## config.mk

```make
export PLATFORM = sky130hd
export DESIGN_NAME = instr_mem_loader
export DESIGN_NICKNAME = d
export VERILOG_FILES = /design/src/rtl/instr_mem_loader_pkg.sv /design/src/rtl/instr_mem_loader_byte_packer.sv /design/src/rtl/instr_mem_loader.sv
export SDC_FILE = /design/constraint.sdc
export NUM_CORES = 1
export LEC_CHECK = 0
export CAP_MARGIN = 20
export CORE_MARGIN = 2
export CORE_UTILIZATION = 58
export DETAILED_ROUTE_END_ITERATION = 16
export PLACE_DENSITY = 0.92
export SYNTH_ARGS = -nofsm -noshare
export SYNTH_HDL_FRONTEND = slang
export SYNTH_SLANG_ARGS = --single-unit
```

## constraint.sdc

```tcl
create_clock -name clk -period 5.59 [get_ports clk]
set_input_delay 1.118 -clock clk [delete_from_list [all_inputs] [get_ports clk]]
set_output_delay 1.118 -clock clk [all_outputs]
set_load 0.03 [all_outputs]
```

## src/rtl/instr_mem_loader_pkg.sv

```systemverilog
// Shared definitions for the instruction memory loader and the instruction memory.
// Optional feature macro: LOADER_CHECKSUM_EN adds the CHECK state.
package instr_mem_loader_pkg;

  localparam int unsigned WORD_W    = 32;
  localparam int unsigned MEM_DEPTH = 32;
  localparam int unsigned LEN_W     = 6;
  localparam int unsigned BYTE_W    = 8;
  localparam int unsigned CNT_W     = 2;

  typedef enum logic [2:0] {
    IDLE   = 3'd0,
    LOAD   = 3'd1,
    WRITE  = 3'd2,
`ifdef LOADER_CHECKSUM_EN
    CHECK  = 3'd3,
`endif
    FINISH = 3'd4
  } state_t;

  // Requested word count limited to the memory depth
  function automatic logic [LEN_W-1:0] clamp_len(input logic [LEN_W-1:0] len,
                                                 input int unsigned depth);
    return (32'(len) > depth) ? LEN_W'(depth) : len;
  endfunction

endpackage

```

## src/rtl/instr_mem_loader_byte_packer.sv

```systemverilog
// Big-endian byte-to-word assembler: holds the first three bytes of a word and
// presents the complete word combinationally while the fourth byte is shifted in.
module instr_mem_loader_byte_packer
  import instr_mem_loader_pkg::*;
(
  input  logic              clk,
  input  logic              rst_n,
  input  logic              clear,
  input  logic              shift,
  input  logic [BYTE_W-1:0] byte_in,
  output logic [WORD_W-1:0] word_c,
  output logic              last_c
);

  localparam int unsigned HOLD_W = WORD_W - BYTE_W;

  logic [HOLD_W-1:0] hold_q;
  logic [CNT_W-1:0]  cnt_q;

  assign word_c = {hold_q, byte_in};
  assign last_c = shift && (cnt_q == CNT_W'(3));

  // Shift accepted bytes in MSB-first; clear discards a partial word
  always_ff @(posedge clk or negedge rst_n) begin
    if (!rst_n) begin
      hold_q <= '0;
      cnt_q  <= '0;
    end else if (clear) begin
      hold_q <= '0;
      cnt_q  <= '0;
    end else if (shift) begin
      hold_q <= {hold_q[HOLD_W-BYTE_W-1:0], byte_in};
      cnt_q  <= cnt_q + CNT_W'(1);
    end
  end

endmodule

```

## src/rtl/instr_mem_loader.sv

```systemverilog
// Serial-byte instruction memory loader: assembles big-endian words and writes
// them to consecutive addresses. Macro LOADER_CHECKSUM_EN enables the XOR
// trailer check; without it checksumError is tied low.
module instr_mem_loader
  import instr_mem_loader_pkg::*;
#(
  parameter int unsigned DEPTH  = MEM_DEPTH,
  parameter int unsigned ADDR_W = 32
) (
  input  logic              clk,
  input  logic              rst_n,
  input  logic              start,
  input  logic [LEN_W-1:0]  length,
  input  logic              abort,
  input  logic [BYTE_W-1:0] byteIn,
  input  logic              byteValid,
  output logic              byteReady,
  output logic              writeEnable,
  output logic [ADDR_W-1:0] writeAddress,
  output logic [WORD_W-1:0] writeData,
  output logic              busy,
  output logic              done,
  output logic              overflow,
  output logic              checksumError
);

`ifdef LOADER_CHECKSUM_EN
  localparam state_t AFTER_LAST = CHECK;
`else
  localparam state_t AFTER_LAST = FINISH;
`endif

  state_t            state_q, state_d;
  logic [LEN_W-1:0]  len_q;
  logic              byte_ready_d, write_enable_d, busy_d, done_d;
  logic              accept_c, pk_clear_c, pk_last_c, word_last_c, start_ok_c;
  logic [WORD_W-1:0] pk_word_c;

  assign accept_c    = byteValid && byteReady && !abort;
  assign pk_clear_c  = abort || (state_q == IDLE);
  assign start_ok_c  = (state_q == IDLE) && start && !abort;
  assign word_last_c = (writeAddress + ADDR_W'(1)) == ADDR_W'(len_q);

  instr_mem_loader_byte_packer u_packer (
    .clk     (clk),
    .rst_n   (rst_n),
    .clear   (pk_clear_c),
    .shift   (accept_c),
    .byte_in (byteIn),
    .word_c  (pk_word_c),
    .last_c  (pk_last_c)
  );

  // State register plus registered Moore flags
  always_ff @(posedge clk or negedge rst_n) begin
    if (!rst_n) begin
      state_q     <= IDLE;
      byteReady   <= 1'b0;
      writeEnable <= 1'b0;
      busy        <= 1'b0;
      done        <= 1'b0;
    end else begin
      state_q     <= state_d;
      byteReady   <= byte_ready_d;
      writeEnable <= write_enable_d;
      busy        <= busy_d;
      done        <= done_d;
    end
  end

  // Next-state: abort wins over start and byte transfers
  always_comb begin
    state_d = state_q;
    if (abort) begin
      state_d = IDLE;
    end else begin
      case (state_q)
        IDLE:   if (start) state_d = (length == '0) ? FINISH : LOAD;
        LOAD:   if (pk_last_c) state_d = WRITE;
        WRITE:  state_d = word_last_c ? AFTER_LAST : LOAD;
`ifdef LOADER_CHECKSUM_EN
        CHECK:  if (pk_last_c) state_d = FINISH;
`endif
        FINISH: state_d = IDLE;
        default: state_d = IDLE;
      endcase
    end
  end

  // Flags for the upcoming state, registered alongside it
  always_comb begin
    byte_ready_d   = 1'b0;
    write_enable_d = 1'b0;
    busy_d         = (state_d != IDLE);
    done_d         = (state_d == FINISH);
`ifdef LOADER_CHECKSUM_EN
    byte_ready_d   = (state_d == LOAD) || (state_d == CHECK);
`else
    byte_ready_d   = (state_d == LOAD);
`endif
    write_enable_d = (state_d == WRITE);
  end

  // Session length, address counter, write word and overflow flag
  always_ff @(posedge clk or negedge rst_n) begin
    if (!rst_n) begin
      len_q        <= '0;
      writeAddress <= '0;
      writeData    <= '0;
      overflow     <= 1'b0;
    end else begin
      if (start_ok_c) begin
        len_q        <= clamp_len(length, DEPTH);
        writeAddress <= '0;
        overflow     <= (32'(length) > DEPTH);
      end
      if ((state_q == LOAD) && pk_last_c) writeData <= pk_word_c;
      if ((state_q == WRITE) && !word_last_c) writeAddress <= writeAddress + ADDR_W'(1);
    end
  end

`ifdef LOADER_CHECKSUM_EN
  logic [WORD_W-1:0] xor_acc_q;

  // Running XOR of written words, compared against the trailer word
  always_ff @(posedge clk or negedge rst_n) begin
    if (!rst_n) begin
      xor_acc_q     <= '0;
      checksumError <= 1'b0;
    end else if (start_ok_c) begin
      xor_acc_q     <= '0;
      checksumError <= 1'b0;
    end else begin
      if (state_q == WRITE) xor_acc_q <= xor_acc_q ^ writeData;
      if ((state_q == CHECK) && pk_last_c) checksumError <= (pk_word_c != xor_acc_q);
    end
  end
`else
  assign checksumError = 1'b0;
`endif

endmodule

```

==> flow_metrics.py <==
metrics = {
    "clock_tree": {
        "numCtsBuffers": 9,
        "cts_resized": 0,
        "cts_sinks": 104,
        "h-tree-depth": 3,
        "cts_root_buf": "clkbuf_8",
        "clock_path_buffers": 2,
        "cts_hold_buffers": 0,
        "clkLatencyLatePin_ns": 0.37,
        "cts_setup_buffers": 0,
        "clk_pin_slew_ns": 0.11,
        "cts_tree": "done",
    },
    "sta": {
        "drv_slew": 0,
        "relSlewSlack_pct": 34.3,
        "setup_tns_ns": 0,
        "final.setup.worst_slack_ns": 0.797,
        "setup_violations": 0,
        "period_minus_slack_ns": 4.79,
        "tightest_slew_ns": 0.985,
        "rsz0062_at_grt": "no",
        "fin_skew_ns": 0.0119,
        "finalHoldViolCount": 0,
        "min_period_over_period_pct": 85.7,
        "max_freq_ghz": 0.209,
    },
    "floorplanning": {
        "fp.dieW_um": 101,
        "start_util_pct": 59.4,
        "core_area_um2": 9150,
        "io_pins": 89,
        "die_h_um": 101,
        "rows": 35,
        "die-area_um2": 10200,
    },
    "grt": {
        "overflow": 0,
        "grt_max_degree": 63,
        "grt_pass1_wl_um": 22700,
        "antenna_found_initial": 0,
        "grt_usage_pct": 28.0,
        "grt_pass1_vias": 4671,
    },
    "detailed_routing": {
        "viasPerCell": 6.27,
        "firstDrtPassIters": 5,
        "ant_nets": 0,
        "routedWlPerCell_um": 17.3,
        "drt_wl_total_um": 13800,
        "drc": 0,
        "dr_total_vias": 5026,
        "detail_route.iter0.violations": 520,
    },
    "final_layout": {
        "diodes": 0,
        "final_cell_mix": "nand2_1 (180), dfrtp_1 (104), clkdlybuf4s50_1 (86)",
        "drive_gt1_share_pct": 4.35,
        "nets": 706,
        "syn2layout_area_growth_pct": 18.2,
        "final_common_cell": "nand2_1",
    },
    "setup_path": {
        "crit_type": "register to register",
        "rr_worst_depth": 9,
        "critPathCaptureType": "register",
        "worstPathMaxFanout": 30,
        "worstReg2RegEnd": "writeAddress[0]$_DFFE_PN0P_",
        "crit_chain": "ha_1, nand3_1, or4_1, or4_1, xor2_1, nand4_1, or4_1, a21oi_4, mux2_2",
        "reg2reg_slack_ns": 0.80,
        "worstPathRequired_ns": 5.89,
        "cpMaxStageDelayCell": "a21oi_4",
        "regToRegStartpoint": "writeAddress[0]$_DFFE_PN0P_",
        "crit_top_cell": "or4_1",
        "start_kind": "register",
        "worstPathArrival_ns": 5.10,
        "slowest_delay_ns": 0.76,
    },
    "synthesis": {
        "ys_seq_area_share_pct": 47.8,
        "synth_cell_types": 56,
        "synth_edf_count": 0,
        "syn_area_um2": 5440,
        "avgSynthCellArea_um2": 8.57,
        "async_reset_ff_share_pct": 100,
        "synth_seq_cells": 104,
        "syn-num-nets": 656,
        "synth_ff_type": "dfrtp_1",
        "ys.warnings.count": 0,
        "synth_cells": 635,
    },
    "min_path": {
        "hold_start": "u_packer.hold_q[23]$_DFFE_PN0P_",
        "whs_path_depth": 2,
        "hold_end": "writeData[31]$_DFFE_PN0P_",
        "hp-class": "register to register",
    },
    "power": {
        "powerDensity_nw_per_um2": 206,
        "irDropWorstVdd_v": 0.000166,
        "power_leakage_uw": 0.00296,
    },
    "placed_design": {
        "numPortBuffers": 87,
        "dp_slack_ns": 0.942,
        "dp_hpwl_um": 9450,
        "gp_congestion": 0.972,
    },
    "status": {
        "status": "complete, no violations",
    },
    "run": {
        "drv_cap": 0,
    },
}
==> report_power, final <==
part | internal (µW) | leakage, µW | switching [µW] | total [µW]
clock network | 175 | 0.0000957 | 284 | 459
logic | 32.2 | 0.00142 | 61.4 | 93.6
registers | 762 | 0.00144 | 9.88 | 772
total | 969 | 0.00296 | 356 | 1320
==> cell usage after synthesis, drive strengths merged (5+ instances only) <==
library cell | count | area, µm²
or3 | 6 | 37.5
xnor2 | 10 | 87.6
a211o | 11 | 96.3
inv | 8 | 30.0
dfrtp | 104 | 2600
and3 | 22 | 138
nand3 | 25 | 125
nand2b | 9 | 56.3
or4 | 5 | 41.3
clkbuf | 33 | 124
nor3 | 29 | 145
mux2i | 7 | 70.1
buf | 19 | 109
a21oi | 28 | 151
o21ai | 9 | 45.0
nand2 | 180 | 676
nand4 | 19 | 134
nor4 | 15 | 109
a221o | 14 | 140
nor2 | 30 | 115
and2 | 6 | 37.5
==> per-layer routing <==
metal  GRT usage (%)  routed length, µm
met5               0                  0
met4            9.38                300
met3            4.44               1210
met2            44.8               6490
met1            39.2               5820
==> critical path, delay by kind of cell (launching register included) <==
kind,cells,cell delay (ns)
compound gates,1,0.76
xor+xnor,1,0.22
fa+ha+maj,1,0.35
flops,1,0.50
mux,1,0.29
simple gates,5,2.59
==> area by class of cell <==
| class | instances | area, µm² |
|---|---|---|
| fill | 666 | 2720 |
| sequential | 104 | 2600 |
| multi-input combinational | 471 | 2570 |
| timing repair buffer | 91 | 898 |
| tap | 111 | 139 |
| clock buffer | 10 | 128 |
| clock inverter | 6 | 57.6 |
| inverter | 8 | 30.0 |
==> cell families after synthesis <==
group,synth area share (%)
multiplexers,1.49
other,0.0689
XOR/XNOR,2.25
flip-flops,47.8
adder cells (fa/ha/maj),0.460
AND/OR/NAND/NOR,31.7
AO/OA/AOI/OAI,11.3
buffers and inverters,4.83
==> worst max-delay path by stage <==
| stage | startpoint | endpoint | cells past startpoint |
|---|---|---|---|
| 2_1_floorplan | writeAddress[0]$_DFFE_PN0P_ | writeAddress[28]$_DFFE_PN0P_ | 10 |
| 3_3_place_gp | writeAddress[0]$_DFFE_PN0P_ | writeAddress[0]$_DFFE_PN0P_ | 9 |
| 3_5_place_dp | writeAddress[0]$_DFFE_PN0P_ | writeAddress[27]$_DFFE_PN0P_ | 9 |
| 4_1_cts | writeAddress[0]$_DFFE_PN0P_ | writeAddress[0]$_DFFE_PN0P_ | 9 |
| 5_1_grt | writeAddress[0]$_DFFE_PN0P_ | writeAddress[4]$_DFFE_PN0P_ | 9 |
| 6_report | writeAddress[0]$_DFFE_PN0P_ | writeAddress[0]$_DFFE_PN0P_ | 9 |
==> flip-flops by register name (all words and copies together) (netlist names) <==
name	count
busy	1
u_packer.cnt_q	2
len_q	6
writeEnable	1
writeAddress	32
done	1
overflow	1
u_packer.hold_q	24
byteReady	1
writeData	32
state_q	3
==> metrics by stage <==
| stage | cells | instance area, µm² | utilization [%] | total power [µW] | hold WS, ns |
|---|---|---|---|---|---|
| after floorplan | 635 | 5440 | - | 835 | 0.439 |
| after global placement | 785 | 6240 | 68.2 | 876 | 0.459 |
| after detailed placement | 785 | 6240 | 68.2 | 879 | 0.457 |
| after CTS | 801 | 6430 | 70.3 | 1330 | 0.486 |
| after global routing | 801 | 6430 | 70.3 | 1370 | 0.519 |
| final | 801 | 6430 | 70.3 | 1320 | 0.482 |
Power figures use the tool's default switching activity.
